$ cat config.mk
export PLATFORM = sky130hd
export DESIGN_NAME = fsk_decoder
export DESIGN_NICKNAME = d
export VERILOG_FILES = /design/src/rtl/fsk_pkg.sv /design/src/rtl/fsk_run_meter.sv /design/src/rtl/fsk_decoder.sv
export SDC_FILE = /design/constraint.sdc
export NUM_CORES = 1
export LEC_CHECK = 0
export CORE_ASPECT_RATIO = 1.4
export CORE_MARGIN = 2
export CORE_UTILIZATION = 36
export DETAILED_ROUTE_END_ITERATION = 6
export PLACE_DENSITY_LB_ADDON = 0.3
export SKIP_LAST_GASP = 1
export SLEW_MARGIN = 20
export SYNTH_ARGS = -nofsm -noshare
export SYNTH_HDL_FRONTEND = slang
export SYNTH_HIERARCHICAL = 1
export SYNTH_SLANG_ARGS = --single-unit
$ cat constraint.sdc
create_clock -name clk -period 2.1 [get_ports clk]
set_input_delay 0.42 -clock clk [delete_from_list [all_inputs] [get_ports clk]]
set_output_delay 0.42 -clock clk [all_outputs]
set_load 0.1 [all_outputs]
$ cat src/rtl/fsk_pkg.sv
// Shared FSK carrier constants and the decoder's run-class / state types.
package fsk_pkg;

  localparam int DEF_MARK_RUN  = 4;
  localparam int DEF_SPACE_RUN = 8;

  typedef enum logic [1:0] {MARK, SPACE, INVALID} run_class_t;
  typedef enum logic [1:0] {IDLE, ACQ, TRACK} dec_state_t;

  // A run belongs to a carrier class when it lies within +/- tol of that class's nominal length.
  function automatic run_class_t classify(input int len, input int mark_run,
                                          input int space_run, input int tol);
    run_class_t cls;
    cls = INVALID;
    if (len >= mark_run - tol && len <= mark_run + tol) begin
      cls = MARK;
    end else if (len >= space_run - tol && len <= space_run + tol) begin
      cls = SPACE;
    end
    return cls;
  endfunction

endpackage

$ cat src/rtl/fsk_run_meter.sv
// Line synchronizer, registered transition detect and saturating run-length counter.
module fsk_run_meter #(
  parameter int SILENCE_CYCLES = 12,
  parameter int CW             = $clog2(SILENCE_CYCLES + 1)
) (
  input  logic          clk,
  input  logic          rst_n,
  input  logic          line_i,
  output logic          edge_o,
  output logic [CW-1:0] run_len_o,
  output logic          silence_o
);

  localparam logic [CW-1:0] SIL_MAX = CW'(SILENCE_CYCLES);

  logic          sync1_q, sync1_d;
  logic          sync2_q, sync2_d;
  logic          prev_q, prev_d;
  logic          edge_q, edge_d;
  logic [CW-1:0] cnt_q, cnt_d;

  always_comb begin
    sync1_d = line_i;
    sync2_d = sync1_q;
    prev_d  = sync2_q;
    edge_d  = sync2_q ^ prev_q;
    // The counter restarts at 1 so that it reads exactly L in the cycle the next edge is seen.
    if (edge_q) begin
      cnt_d = CW'(1);
    end else if (cnt_q == SIL_MAX) begin
      cnt_d = cnt_q;
    end else begin
      cnt_d = cnt_q + CW'(1);
    end
  end

  always_ff @(posedge clk or negedge rst_n) begin
    if (!rst_n) begin
      sync1_q <= 1'b0;
      sync2_q <= 1'b0;
      prev_q  <= 1'b0;
      edge_q  <= 1'b0;
      cnt_q   <= '0;
    end else begin
      sync1_q <= sync1_d;
      sync2_q <= sync2_d;
      prev_q  <= prev_d;
      edge_q  <= edge_d;
      cnt_q   <= cnt_d;
    end
  end

  assign edge_o    = edge_q;
  assign run_len_o = cnt_q;
  assign silence_o = !edge_q && (cnt_q == SIL_MAX);

endmodule

$ cat src/rtl/fsk_decoder.sv
// FSK line decoder: classifies carrier half-period runs and confirms a code bit after
// CONFIRM_RUNS agreeing runs; tracks carrier presence and per-run symbol errors.
module fsk_decoder
  import fsk_pkg::*;
#(
  parameter int MARK_RUN       = DEF_MARK_RUN,
  parameter int SPACE_RUN      = DEF_SPACE_RUN,
  parameter int TOL            = 1,
  parameter int CONFIRM_RUNS   = 2,
  parameter int SILENCE_CYCLES = 12,
  parameter int MAX_ERR        = 3
) (
  input  logic clk,
  input  logic reset,
  input  logic FSKin,
  output logic codeout,
  output logic code_valid,
  output logic receiving,
  output logic sym_err
);

  localparam int CW = $clog2(SILENCE_CYCLES + 1);
  localparam int EW = $clog2(MAX_ERR + 1);
  localparam logic [CONFIRM_RUNS-1:0][1:0] HIST_CLR = {CONFIRM_RUNS{INVALID}};

  logic          run_edge;
  logic [CW-1:0] run_len;
  logic          silence;

  fsk_run_meter #(
    .SILENCE_CYCLES(SILENCE_CYCLES),
    .CW            (CW)
  ) u_meter (
    .clk      (clk),
    .rst_n    (reset),
    .line_i   (FSKin),
    .edge_o   (run_edge),
    .run_len_o(run_len),
    .silence_o(silence)
  );

  dec_state_t                     state_q, state_d;
  logic [CONFIRM_RUNS-1:0][1:0]   hist_q, hist_d, hist_push;
  logic [EW-1:0]                  err_cnt_q, err_cnt_d;
  logic                           codeout_q, codeout_d;
  logic                           code_valid_q, code_valid_d;
  logic                           sym_err_q, sym_err_d;
  run_class_t                     run_cls;
  logic                           run_match;

  // History holds INVALID in unfilled slots, so "all slots equal" implies enough agreeing runs.
  always_comb begin
    run_cls   = classify(int'(run_len), MARK_RUN, SPACE_RUN, TOL);
    hist_push = hist_q;
    for (int i = CONFIRM_RUNS - 1; i > 0; i--) begin
      hist_push[i] = hist_q[i-1];
    end
    hist_push[0] = run_cls;
    run_match = 1'b1;
    for (int i = 0; i < CONFIRM_RUNS; i++) begin
      if (hist_push[i] != run_cls) run_match = 1'b0;
    end
  end

  always_comb begin
    state_d      = state_q;
    hist_d       = hist_q;
    err_cnt_d    = err_cnt_q;
    codeout_d    = codeout_q;
    code_valid_d = 1'b0;
    sym_err_d    = 1'b0;
    unique case (state_q)
      IDLE: begin
        if (run_edge) begin
          state_d   = ACQ;
          hist_d    = HIST_CLR;
          err_cnt_d = '0;
        end
      end
      ACQ: begin
        if (run_edge) begin
          if (run_cls == INVALID) begin
            sym_err_d = 1'b1;
          end else begin
            hist_d    = hist_push;
            err_cnt_d = '0;
            state_d   = TRACK;
          end
        end else if (silence) begin
          state_d   = IDLE;
          hist_d    = HIST_CLR;
          err_cnt_d = '0;
        end
      end
      TRACK: begin
        if (run_edge) begin
          if (run_cls == INVALID) begin
            sym_err_d = 1'b1;
            hist_d    = HIST_CLR;
            if (err_cnt_q == EW'(MAX_ERR - 1)) begin
              state_d   = ACQ;
              err_cnt_d = '0;
            end else begin
              err_cnt_d = err_cnt_q + EW'(1);
            end
          end else begin
            hist_d    = hist_push;
            err_cnt_d = '0;
            if (run_match) begin
              codeout_d    = (run_cls == MARK);
              code_valid_d = 1'b1;
            end
          end
        end else if (silence) begin
          state_d   = IDLE;
          hist_d    = HIST_CLR;
          err_cnt_d = '0;
        end
      end
      default: begin
        state_d = IDLE;
        hist_d  = HIST_CLR;
      end
    endcase
  end

  always_ff @(posedge clk or negedge reset) begin
    if (!reset) begin
      state_q      <= IDLE;
      hist_q       <= HIST_CLR;
      err_cnt_q    <= '0;
      codeout_q    <= 1'b0;
      code_valid_q <= 1'b0;
      sym_err_q    <= 1'b0;
    end else begin
      state_q      <= state_d;
      hist_q       <= hist_d;
      err_cnt_q    <= err_cnt_d;
      codeout_q    <= codeout_d;
      code_valid_q <= code_valid_d;
      sym_err_q    <= sym_err_d;
    end
  end

  assign codeout    = codeout_q;
  assign code_valid = code_valid_q;
  assign sym_err    = sym_err_q;
  assign receiving  = (state_q != IDLE);

endmodule
# Word-level counts from Yosys, hierarchy flattened
# Cells that the tools add are included.
[word_totals]
word_cells = 79
inputBits = 3
ff_bits = 19
[classes]
reduce_logical = 13
bitwise_logic = 3
muxes = 34
n_addsub = 2
n_lt_le_gt_ge = 4
eq_ne = 11
[ops]
columns = ["operator", "count"]
rows = [
  ["2-bit two-way mux", 16],
  ["4-bit two-way mux", 8],
  ["2-bit one-hot mux with 3 select lines", 2],
  ["4-bit one-hot mux with 3 select lines", 1],
  ["3-bit != test (second input constant)", 3],
  ["4-bit AND reduction", 2],
  ["1-bit two-way mux", 7],
  ["2-bit == test (second input constant)", 3],
  ["4-bit by 1-bit adder with 4-bit output (second input constant)", 1],
  ["4-bit == test (second input constant)", 1],
  ["4-bit by 2-bit greater-or-equal comparator with 1-bit output (second input constant)", 1],
  ["4-bit by 3-bit greater-or-equal comparator with 1-bit output (second input constant)", 1],
  ["4-bit by 3-bit <= comparator with 1-bit output (second input constant)", 1],
  ["4-bit <= comparator (second input constant)", 1],
  ["2-bit logical NOT", 2],
  ["2-bit by 1-bit != test with 1-bit output (second input constant)", 2],
  ["1-bit logical AND", 3],
  ["3-bit AND reduction", 1],
  ["3-bit nonzero test", 1],
  ["2-bit by 1-bit adder with 2-bit output (second input constant)", 1],
  ["2-bit by 1-bit == test with 1-bit output (second input constant)", 1],
  ["2-bit != test", 1],
  ["1-bit NOT", 2],
  ["2-bit AND reduction", 1],
  ["4 further kinds", 4],
]

# Logic depth before layout (Yosys ltp)
# Gate-level depths: netlist of the first run.
[depth]
word_depth = 9
depth_mapped = 9
depth_no_buf = 9

# Cells and area by module
# Netlist of the first run, hierarchy kept.
[by_module_without_submodules]
columns = ["mod", "instances", "area_per_inst_um2", "cells_each"]
rows = [
  ["fsk_decoder", 1, 653.1, 74],
  ["fsk_run_meter", 1, 351.6, 28],
]

# Worst setup path after synthesis of the first run
# No wires, ideal clock.
[synth_timing]
path_kind = "register to register"
start = "register state_q[0]"
end = "register state_q[0]"
path_buffers = 0
stages_incl_launch_ff = 7
synth_period_minus_slack_ns = 1.940
arrival_ns = 1.840
path_slack_ns = 0.160
path_cell_list = "dfrtp_1 -> inv_1 -> ha_1 -> mux2_2 -> a221oi_2 -> mux2_4 -> o221ai_2"
[synth_between]
elab_chain_cells = 3
[synth_lines]
columns = ["element", "line", "rtl"]
rows = [
  ["from (decl)", "fsk_decoder.sv:42", "dec_state_t state_q, state_d;"],
  ["from (signal assigned)", "fsk_decoder.sv:136", "state_q <= state_d;"],
  ["2-bit == test, or another cell as far along", "fsk_decoder.sv:72", "unique case (state_q)"],
  ["3-bit != test (no source line), or another cell as far along", "n/a", ""],
  ["4-bit AND reduction (no source line) / 2-bit one-hot mux with 3 select lines (equally long branches)", "n/a", ""],
]
# Several ways; a longest one is shown, not always the timed one.
# A chain may end at the register's enable or synchronous reset.

# Worst setup path after layout of the first run
# Same ends and word-level chain as after synthesis.

==> results.json, run 1 <==
{
  "leakagePower_nw": 0.543,
  "vias": 809,
  "grt_pass1_wl_mm": 3.59,
  "die-area_um2": 3240,
  "rsz0062_at_grt": "false",
  "ir_drop_v": 0.000657,
  "cts_tree": "done",
  "synthesis.area_um2": 1000,
  "grt_max_degree": 18,
  "ioPinCount": 7,
  "p_per_area_nw_per_um2": 1280,
  "drv_slew": 0,
  "drt_iter0_drc": 10,
  "routed_wl_mm": 2.14,
  "ys.warnings.count": 6,
  "clockBufferDepth": 2,
  "ys_ff_latch": 17,
  "worstMarginPinSlew_ps": 382,
  "min_from": "u_meter/sync1_q$_DFF_PN0_",
  "gp_congestion": 0.868,
  "gr-total-overflow": 0,
  "cp-end-kind": "flip-flop",
  "required_ps": 2310,
  "synthCells": 102,
  "max_freq_mhz": 502,
  "coreArea_um2": 2640,
  "crit_start": "state_q[0]$_DFFE_PN0P_",
  "drt_first_pass_iters": 4,
  "synth-compound-area-share": 0.200,
  "crit_arrival_ps": 2200,
  "ys.flop_type": "dfrtp_1",
  "nets": 129,
  "yosysUniqueCellTypes": 40,
  "syn_avg_cell_area_um2": 9.85,
  "finalSetupViolCount": 0,
  "htreeDepth": 1,
  "vias_per_cell": 5.22,
  "drv_cap": 0,
  "wire_per_inst_um": 13.8,
  "dp_hpwl_mm": 1.53,
  "cp_max_fo": 8,
  "stdcell_count": 155,
  "synth_fa_ha_area_frac": 0.0747,
  "synth_area_leader_cell": "dfrtp_1",
  "period_minus_slack_ps": 1990,
  "fin_tns_setup_ps": 0,
  "cts_made_buffers": 3,
  "clock-sinks": 17,
  "hold_violations": 0,
  "status": "finished clean",
  "synthMuxAreaShare": 0.0672,
  "synth_top_family_by_area": "compound AO/OA/AOI/OAI gates",
  "clk_latency_ps": 290,
  "async_reset_ff_frac": 1.00,
  "synth.top_cell.area_share": 0.399,
  "rows": 22,
  "fin_crit_sh": 0.949,
  "placed_cells_incl_taps": 149,
  "die_x_um": 48.7,
  "diodes": 0,
  "fin_util": 0.463,
  "worstSetupStartpointType": "flip-flop",
  "synth_edf_count": 0,
  "p_total_w": 0.00157,
  "die_y_um": 66.5,
  "port_buffers": 6,
  "grt_pass1_vias": 771,
  "worstReg2RegStart": "state_q[0]$_DFFE_PN0P_",
  "relSlewSlack": 0.745,
  "area_delta_synth_final_pct": 21.7,
  "ys_top_cells_by_count": "dfrtp_1 (16), inv_1 (10), nor2_1 (10)",
  "grt_usage": 0.148,
  "ant_nets": 0,
  "start_util": 0.380,
  "synth_nets": 111,
  "clk_pin_slew_ps": 100,
  "path_class": "flip-flop to flip-flop",
  "hp-class": "flip-flop to flip-flop",
  "skew_ps": 8.10,
  "cts_hold_buffers": 0,
  "yosys.area_share.xor_xnor": 0.0174,
  "drive_above_1_share": 0.269,
  "netlist_top_cells_area": "dfrtp_1 (40%), ha_1 (7.5%), inv_1 (3.7%), nor2_1 (3.7%), mux2i_1 (3.0%)",
  "synth_simple_gate_area_frac": 0.173,
  "drc": 0,
  "seq_area_frac_synth": 0.425,
  "antenna_found_initial": 0,
  "synth_most_common_cell": "dfrtp_1",
  "cts-root-buf": "clkbuf_4"
}
==> metal layers <==
layer | GRT usage | up-vias | wire (um)
li1 | - | 396 | -
met1 | 0.173 | 397 | 918
met2 | 0.241 | 10 | 1100
met3 | 0.0314 | 6 | 56
met4 | 0.104 | 0 | 66
met5 | 0 | - | 0
==> final timing paths <==
path	end	slack, ps	depth (start not counted)
min reg2reg	u_meter/prev_d$_DFF_PN0_	360	0
min in group asynchronous	u_meter/run_len_o[1]$_DFFE_PN0P_	450	2
max reg2reg	state_q[0]$_DFFE_PN0P_	110	6
max in group asynchronous	hist_push[3]$_DFFE_PN1P_	1400	2
max	state_q[0]$_DFFE_PN0P_	110	6
min	u_meter/prev_d$_DFF_PN0_	360	0
==> where the power goes <==
| part | total [W] | switching (W) | leakage, nW | internal [W] |
|---|---|---|---|---|
| Clock | 0.000171 | 0.0000974 | 0.0150 | 0.0000737 |
| Sequential | 0.000459 | 0.0000607 | 0.208 | 0.000399 |
| Combinational | 0.000938 | 0.000549 | 0.320 | 0.000389 |
==> timing repair <==
action	CTS	global route
setup endpoints to repair	0	3
resized for setup	0	6
buffers inserted	0	2
==> cell type report <==
cell class	count	area (um^2)
clock buffer	4	26.3
sequential	17	429
fill	274	1420
inverter	10	37.5
tap	36	45.0
multi-input combinational	74	562
timing repair buffer	14	123
==> kinds of logic (layout without fill, tap and decap cells) <==
kind of cell	count (synthesis)	in the layout
simple gates	32	32
compound gates	28	28
flops	17	17
buf+inv	11	28
fa+ha+maj	6	6
mux	6	6
xor+xnor	2	2
==> per-stage QoR <==
stage | cell area, um^2 | setup WS (ps) | hold WS [ps]
finish | 1220 | 107 | 364
global route | 1220 | 21.3 | 381
CTS | 1180 | 90.3 | 368
detailed placement | 1150 | 121 | 345
global placement | 1150 | 167 | 338
floorplan | 1000 | 160 | 124
==> critical path: stages (launching register included) <==
cell	delay [ps]
dfrtp_1	410
buf_4	150
ha_2	230
mux2_2	300
a221oi_4	330
mux2_4	340
o221ai_2	160
==> flip-flops by register name (all words and copies together) (netlist names) <==
name,flops
u_meter/prev_q,1
code_valid,1
u_meter/sync1_q,1
codeout,1
hist_push,2
err_cnt_q,2
sym_err,1
u_meter/edge_o,1
u_meter/run_len_o,4
state_q,2
u_meter/prev_d,1
==> cells in the final DEF (no fill, tap or decap), types with 2 or more instances in the layout <==
master | Yosys | layout
a21oi_1 | 5 | 5
a31oi_1 | 3 | 2
buf_4 | 0 | 11
clkbuf_4 | 0 | 3
clkdlybuf4s50_1 | 0 | 2
dfrtp_1 | 16 | 14
dfrtp_2 | 0 | 2
ha_1 | 6 | 5
inv_1 | 10 | 10
mux2_2 | 2 | 2
mux2i_1 | 3 | 3
nand2_1 | 7 | 7
nand2b_1 | 2 | 2
nand4_1 | 2 | 2
nor2_1 | 10 | 10
nor2b_1 | 2 | 2
o21ai_0 | 6 | 6
or3_1 | 2 | 2
Power figures use the tool's default switching activity.
==> inputs of run 2 (changes only) <==
--- a/config.mk
+++ b/config.mk
@@ -7,9 +7,10 @@
 export LEC_CHECK = 0
 export CORE_ASPECT_RATIO = 1.4
 export CORE_MARGIN = 2
-export CORE_UTILIZATION = 36
+export CORE_UTILIZATION = 47
 export DETAILED_ROUTE_END_ITERATION = 6
-export PLACE_DENSITY_LB_ADDON = 0.3
+export PLACE_DENSITY = 0.77
+export SETUP_SLACK_MARGIN = 0.4
 export SKIP_LAST_GASP = 1
 export SLEW_MARGIN = 20
 export SYNTH_ARGS = -nofsm -noshare
==> results.json, run 2 (synthesized netlist as in run 1, its figures left out) <==
{
  "cts_hold_buffers": 0,
  "htreeDepth": 1,
  "clk_latency_ps": 300,
  "drt_iter0_drc": 17,
  "grt_pass1_vias": 907,
  "relSlewSlack": 0.739,
  "cts_tree": "done",
  "worstReg2RegStart": "state_q[1]$_DFFE_PN0P_",
  "die_x_um": 43.1,
  "period_minus_slack_ps": 1850,
  "rows": 19,
  "grt_usage": 0.214,
  "vias_per_cell": 5.76,
  "crit_start": "state_q[1]$_DFFE_PN0P_",
  "ant_nets": 0,
  "fin_tns_setup_ps": 0,
  "leakagePower_nw": 0.610,
  "max_freq_mhz": 542,
  "drive_above_1_share": 0.439,
  "antenna_found_initial": 0,
  "comb_power_share": 0.662,
  "clockBufferDepth": 2,
  "fin_crit_sh": 0.879,
  "hold_violations": 0,
  "worstMarginPinSlew_ps": 391,
  "p_seq_frac": 0.246,
  "fin_area_um2": 1410,
  "switchingPower_w": 0.000859,
  "largest_register_ffs": 4,
  "placed_cells_incl_taps": 132,
  "finalSetupViolCount": 0,
  "status": "finished clean",
  "vias": 881,
  "required_ps": 1680,
  "drt_first_pass_iters": 4,
  "cts-root-buf": "clkbuf_4",
  "drv_slew": 0,
  "endpoint": "receiving",
  "path_class": "flip-flop to primary output",
  "mostFrequentLayoutCell": "buf_4",
  "nFillCells": 146,
  "crit_arrival_ps": 1430,
  "cp_slowest_cell": "dfrtp_1",
  "hold_path_depth": 0,
  "start_util": 0.503,
  "coreArea_um2": 2000,
  "p_int_w": 0.00107,
  "drv_cap": 0,
  "final_cell_mix": "buf_4 (24), dfrtp_1 (12), nor2_1 (9), nand2_1 (7)",
  "crit_family": "buffers and inverters",
  "p_sw_frac": 0.445,
  "cp_max_fo": 3,
  "pwr-share-clk": 0.092,
  "grt_max_degree": 17,
  "gp_congestion": 0.834,
  "stdcell_count": 153,
  "routed_wl_mm": 2.45,
  "ir_drop_v": 0.000837,
  "worst_slack_ps": 254,
  "clk_pin_slew_ps": 100,
  "cts_made_buffers": 3,
  "wire_per_inst_um": 16.0,
  "ioPinCount": 7,
  "pre_cts_slack_ps": 152,
  "grt_pass1_wl_mm": 4.00,
  "die_y_um": 58.7,
  "crit_buf_inv": 4,
  "rsz0062_at_grt": "true",
  "worstSetupStartpointType": "flip-flop",
  "r2r-end": "state_q[0]$_DFFE_PN0P_",
  "diodes": 0,
  "path_cells": "inv_2 -> buf_4 -> ha_4 -> clkinvlp_4 -> buf_12",
  "r2r_cells": 6,
  "reg2reg_slack_ps": 270,
  "skew_ps": 3.80,
  "area_delta_synth_final_pct": 40.2,
  "die-area_um2": 2530,
  "clock-sinks": 17,
  "drc": 0,
  "cp-end-kind": "primary output",
  "port_buffers": 6,
  "dp_hpwl_mm": 1.54,
  "nets": 142,
  "hp-class": "flip-flop to flip-flop",
  "place_area_um2": 1170,
  "gr-total-overflow": 0,
  "slowest_delay_ps": 440,
  "fin_util": 0.706,
  "p_per_area_nw_per_um2": 1370,
  "worstSetupPathDepth": 5
}
[run 2: power by group through the flow]
stage	Sequential, W	Combinational, W	Clock (W)
6_report	0.000474	0.00128	0.000178
5_1_grt	0.000484	0.00135	0.000190
4_1_cts	0.000467	0.00108	0.000180
3_5_place_dp	0.000479	0.000906	0
3_3_place_gp	0.000476	0.000884	0
2_1_floorplan	0.000535	0.000627	0
[run 2: final cells by class]
cell class	instances	area [um^2]	share of cell area
Multi-Input combinational cell	74	661	0.469
Clock buffer	4	26.3	0.0187
Timing Repair Buffer	27	220	0.156
Inverter	10	43.8	0.0311
Tap cell	21	26.3	0.0187
Sequential cell	17	432	0.306
[run 2: stage by stage]
step | hold WS, ps | total power (W)
after floorplan | 124 | 0.00116
after global placement | 338 | 0.00136
after detailed placement | 344 | 0.00138
after CTS | 367 | 0.00173
after global routing | 384 | 0.00203
final | 372 | 0.00193
[run 2: repair_timing]
action / 4_1_cts / 5_1_grt
pin swaps: 6 / 8
endpoints found under the setup margin: 7 / 8
endpoints found under the hold margin: 0 / 0
setup buffers: 14 / 3
gates resized for setup: 11 / 13
[run 2: worst register-to-register path: cells and delay by family (launching register included)]
family / cells / cell delay (ps)
compound gates: 2 / 440
flops: 1 / 430
buf+inv: 1 / 80
fa+ha+maj: 1 / 180
mux: 2 / 620
[run 2: worst min-delay path by stage]
stage / endpoint / start
after floorplan: code_valid$_DFF_PN0_ / reset
after global placement: u_meter/prev_d$_DFF_PN0_ / u_meter/sync1_q$_DFF_PN0_
after detailed placement: u_meter/prev_d$_DFF_PN0_ / u_meter/sync1_q$_DFF_PN0_
after CTS: u_meter/prev_d$_DFF_PN0_ / u_meter/sync1_q$_DFF_PN0_
after global routing: u_meter/prev_d$_DFF_PN0_ / u_meter/sync1_q$_DFF_PN0_
final: u_meter/prev_d$_DFF_PN0_ / u_meter/sync1_q$_DFF_PN0_
[run 2: routing by layer]
| layer | share of wire | vias to the layer above | GRT usage |
|---|---|---|---|
| li1 | - | 425 | - |
| met3 | 0.023 | 7 | 0.0215 |
| met1 | 0.41 | 431 | 0.249 |
| met2 | 0.54 | 18 | 0.377 |
| met5 | 0 | - | 0 |
| met4 | 0.029 | 0 | 0.126 |
==> inputs of run 3 (changes only) <==
--- a/config.mk
+++ b/config.mk
@@ -5,11 +5,10 @@
 export SDC_FILE = /design/constraint.sdc
 export NUM_CORES = 1
 export LEC_CHECK = 0
-export CORE_ASPECT_RATIO = 1.4
-export CORE_MARGIN = 2
-export CORE_UTILIZATION = 47
+export CORE_UTILIZATION = 56
+export CTS_CLUSTER_SIZE = 8
 export DETAILED_ROUTE_END_ITERATION = 6
-export PLACE_DENSITY = 0.77
+export PLACE_DENSITY = 0.87
 export SETUP_SLACK_MARGIN = 0.4
 export SKIP_LAST_GASP = 1
 export SLEW_MARGIN = 20
==> results.json, run 3 (synthesized netlist as in run 1, its figures left out) <==
{
  "die_x_um": 44.4,
  "antenna_found_initial": 0,
  "drc": 0,
  "p_seq_frac": 0.236,
  "cp-end-kind": "flip-flop",
  "clock-sinks": 17,
  "cp_max_fo": 6,
  "worstSetupStartpointType": "flip-flop",
  "met2_length_mm": 1.55,
  "worstMarginPinSlew_ps": 395,
  "gp_congestion": 0.834,
  "grt_max_degree": 18,
  "fin_tns_setup_ps": 0,
  "hp-class": "flip-flop to flip-flop",
  "grt_usage": 0.305,
  "area_delta_synth_final_pct": 49.6,
  "final_cell_mix": "buf_4 (29), dfrtp_1 (11), nor2_1 (8)",
  "max_freq_mhz": 510,
  "hold_violations": 0,
  "switchingPower_w": 0.000980,
  "p_sw_frac": 0.459,
  "dp_hpwl_mm": 1.46,
  "start_util": 0.630,
  "diodes": 0,
  "cts_made_buffers": 3,
  "die_y_um": 44.4,
  "p_total_w": 0.00214,
  "grt_pass1_vias": 892,
  "nets": 149,
  "highest_layer": "met4",
  "dr_wl_met3_um": 268,
  "clk_pin_slew_ps": 100,
  "largest_register_ffs": 4,
  "die-area_um2": 1970,
  "finalSetupViolCount": 0,
  "rows": 14,
  "drv_cap": 0,
  "path_class": "flip-flop to flip-flop",
  "grt_pass1_wl_mm": 4.26,
  "mostFrequentLayoutCell": "buf_4",
  "drt_first_pass_iters": 5,
  "leakagePower_nw": 0.661,
  "ant_nets": 0,
  "pwr-share-clk": 0.080,
  "p_int_w": 0.00116,
  "ir_drop_v": 0.000941,
  "routed_wl_mm": 3.40,
  "wl_met1_mm": 1.37,
  "rsz0062_at_grt": "true",
  "wire_per_inst_um": 20.9,
  "gr-total-overflow": 0,
  "stdcell_count": 163,
  "nFillCells": 47,
  "cts-root-buf": "clkbuf_4",
  "comb_power_share": 0.683,
  "fin_area_um2": 1500,
  "relSlewSlack": 0.732,
  "port_buffers": 6,
  "coreArea_um2": 1590,
  "vias_per_cell": 6.35,
  "required_ps": 2320,
  "period_minus_slack_ps": 1960,
  "drive_above_1_share": 0.518,
  "ioPinCount": 7,
  "cts_hold_buffers": 0,
  "clockBufferDepth": 2,
  "drv_slew": 0,
  "worst_slack_ps": 138,
  "crit_arrival_ps": 2180,
  "fin_crit_sh": 0.934,
  "htreeDepth": 1,
  "vias": 1035,
  "pre_cts_slack_ps": 199,
  "status": "finished clean",
  "clk_latency_ps": 290,
  "skew_ps": 8.91,
  "drt_iter0_drc": 65,
  "placed_cells_incl_taps": 134,
  "cts_tree": "done",
  "p_per_area_nw_per_um2": 1420,
  "place_area_um2": 1170
}
run 3: stage by stage:
step           hold WS [ps]  utilization
2_1_floorplan           124            -
3_3_place_gp            343        0.734
3_5_place_dp            341        0.734
4_1_cts                 369        0.840
5_1_grt                 380        0.943
6_report                369        0.943
run 3: timing repair:
action	in CTS	in global routing
gates cloned	0	0
setup endpoints to repair	7	8
pin swaps	6	11
gates resized for setup	13	22
buffers inserted	16	9
run 3: cell type report:
cell class                      instances  area, um^2  area share
Sequential cell                        17         433       0.288
Inverter                               10        46.3      0.0308
Timing Repair Buffer                   34         280       0.187
Clock buffer                            4        26.3      0.0175
Tap cell                               24        30.0      0.0200
Multi-Input combinational cell         74         687       0.457
run 3: worst max-delay path: stages (launching register included):
cell	delay (ps)
dfrtp_2	460
mux2i_2	420
o211ai_1	230
a221oi_4	330
mux2_4	340
o221ai_2	120
run 3: layer usage:
metal / vias up / global-route usage
li1: 441 / -
met1: 485 / 0.387
met2: 81 / 0.512
met3: 28 / 0.0857
met4: 0 / 0.0788
met5: - / 0
run 3: path summary, 6_finish.rpt:
| check | startpoint | depth (start not counted) | endpoint | slack (ps) |
|---|---|---|---|---|
| max | u_meter/run_len_o[1]$_DFFE_PN0P_ | 5 | state_q[0]$_DFFE_PN0P_ | 140 |
| max reg2reg | u_meter/run_len_o[1]$_DFFE_PN0P_ | 5 | state_q[0]$_DFFE_PN0P_ | 140 |
| max in group asynchronous | reset | 2 | hist_push[3]$_DFFE_PN1P_ | 1410 |
| min in group asynchronous | reset | 2 | u_meter/run_len_o[2]$_DFFE_PN0P_ | 440 |
| min | u_meter/sync1_q$_DFF_PN0_ | 0 | u_meter/prev_d$_DFF_PN0_ | 370 |
| min reg2reg | u_meter/sync1_q$_DFF_PN0_ | 0 | u_meter/prev_d$_DFF_PN0_ | 370 |
run 3: power groups by stage:
stage	Combinational (W)	Sequential, W	Clock [W]
2_1_floorplan	0.000627	0.000535	0
3_3_place_gp	0.000866	0.000478	0
3_5_place_dp	0.000884	0.000482	0
4_1_cts	0.00107	0.000475	0.000174
5_1_grt	0.00151	0.000508	0.000191
6_report	0.00146	0.000505	0.000172
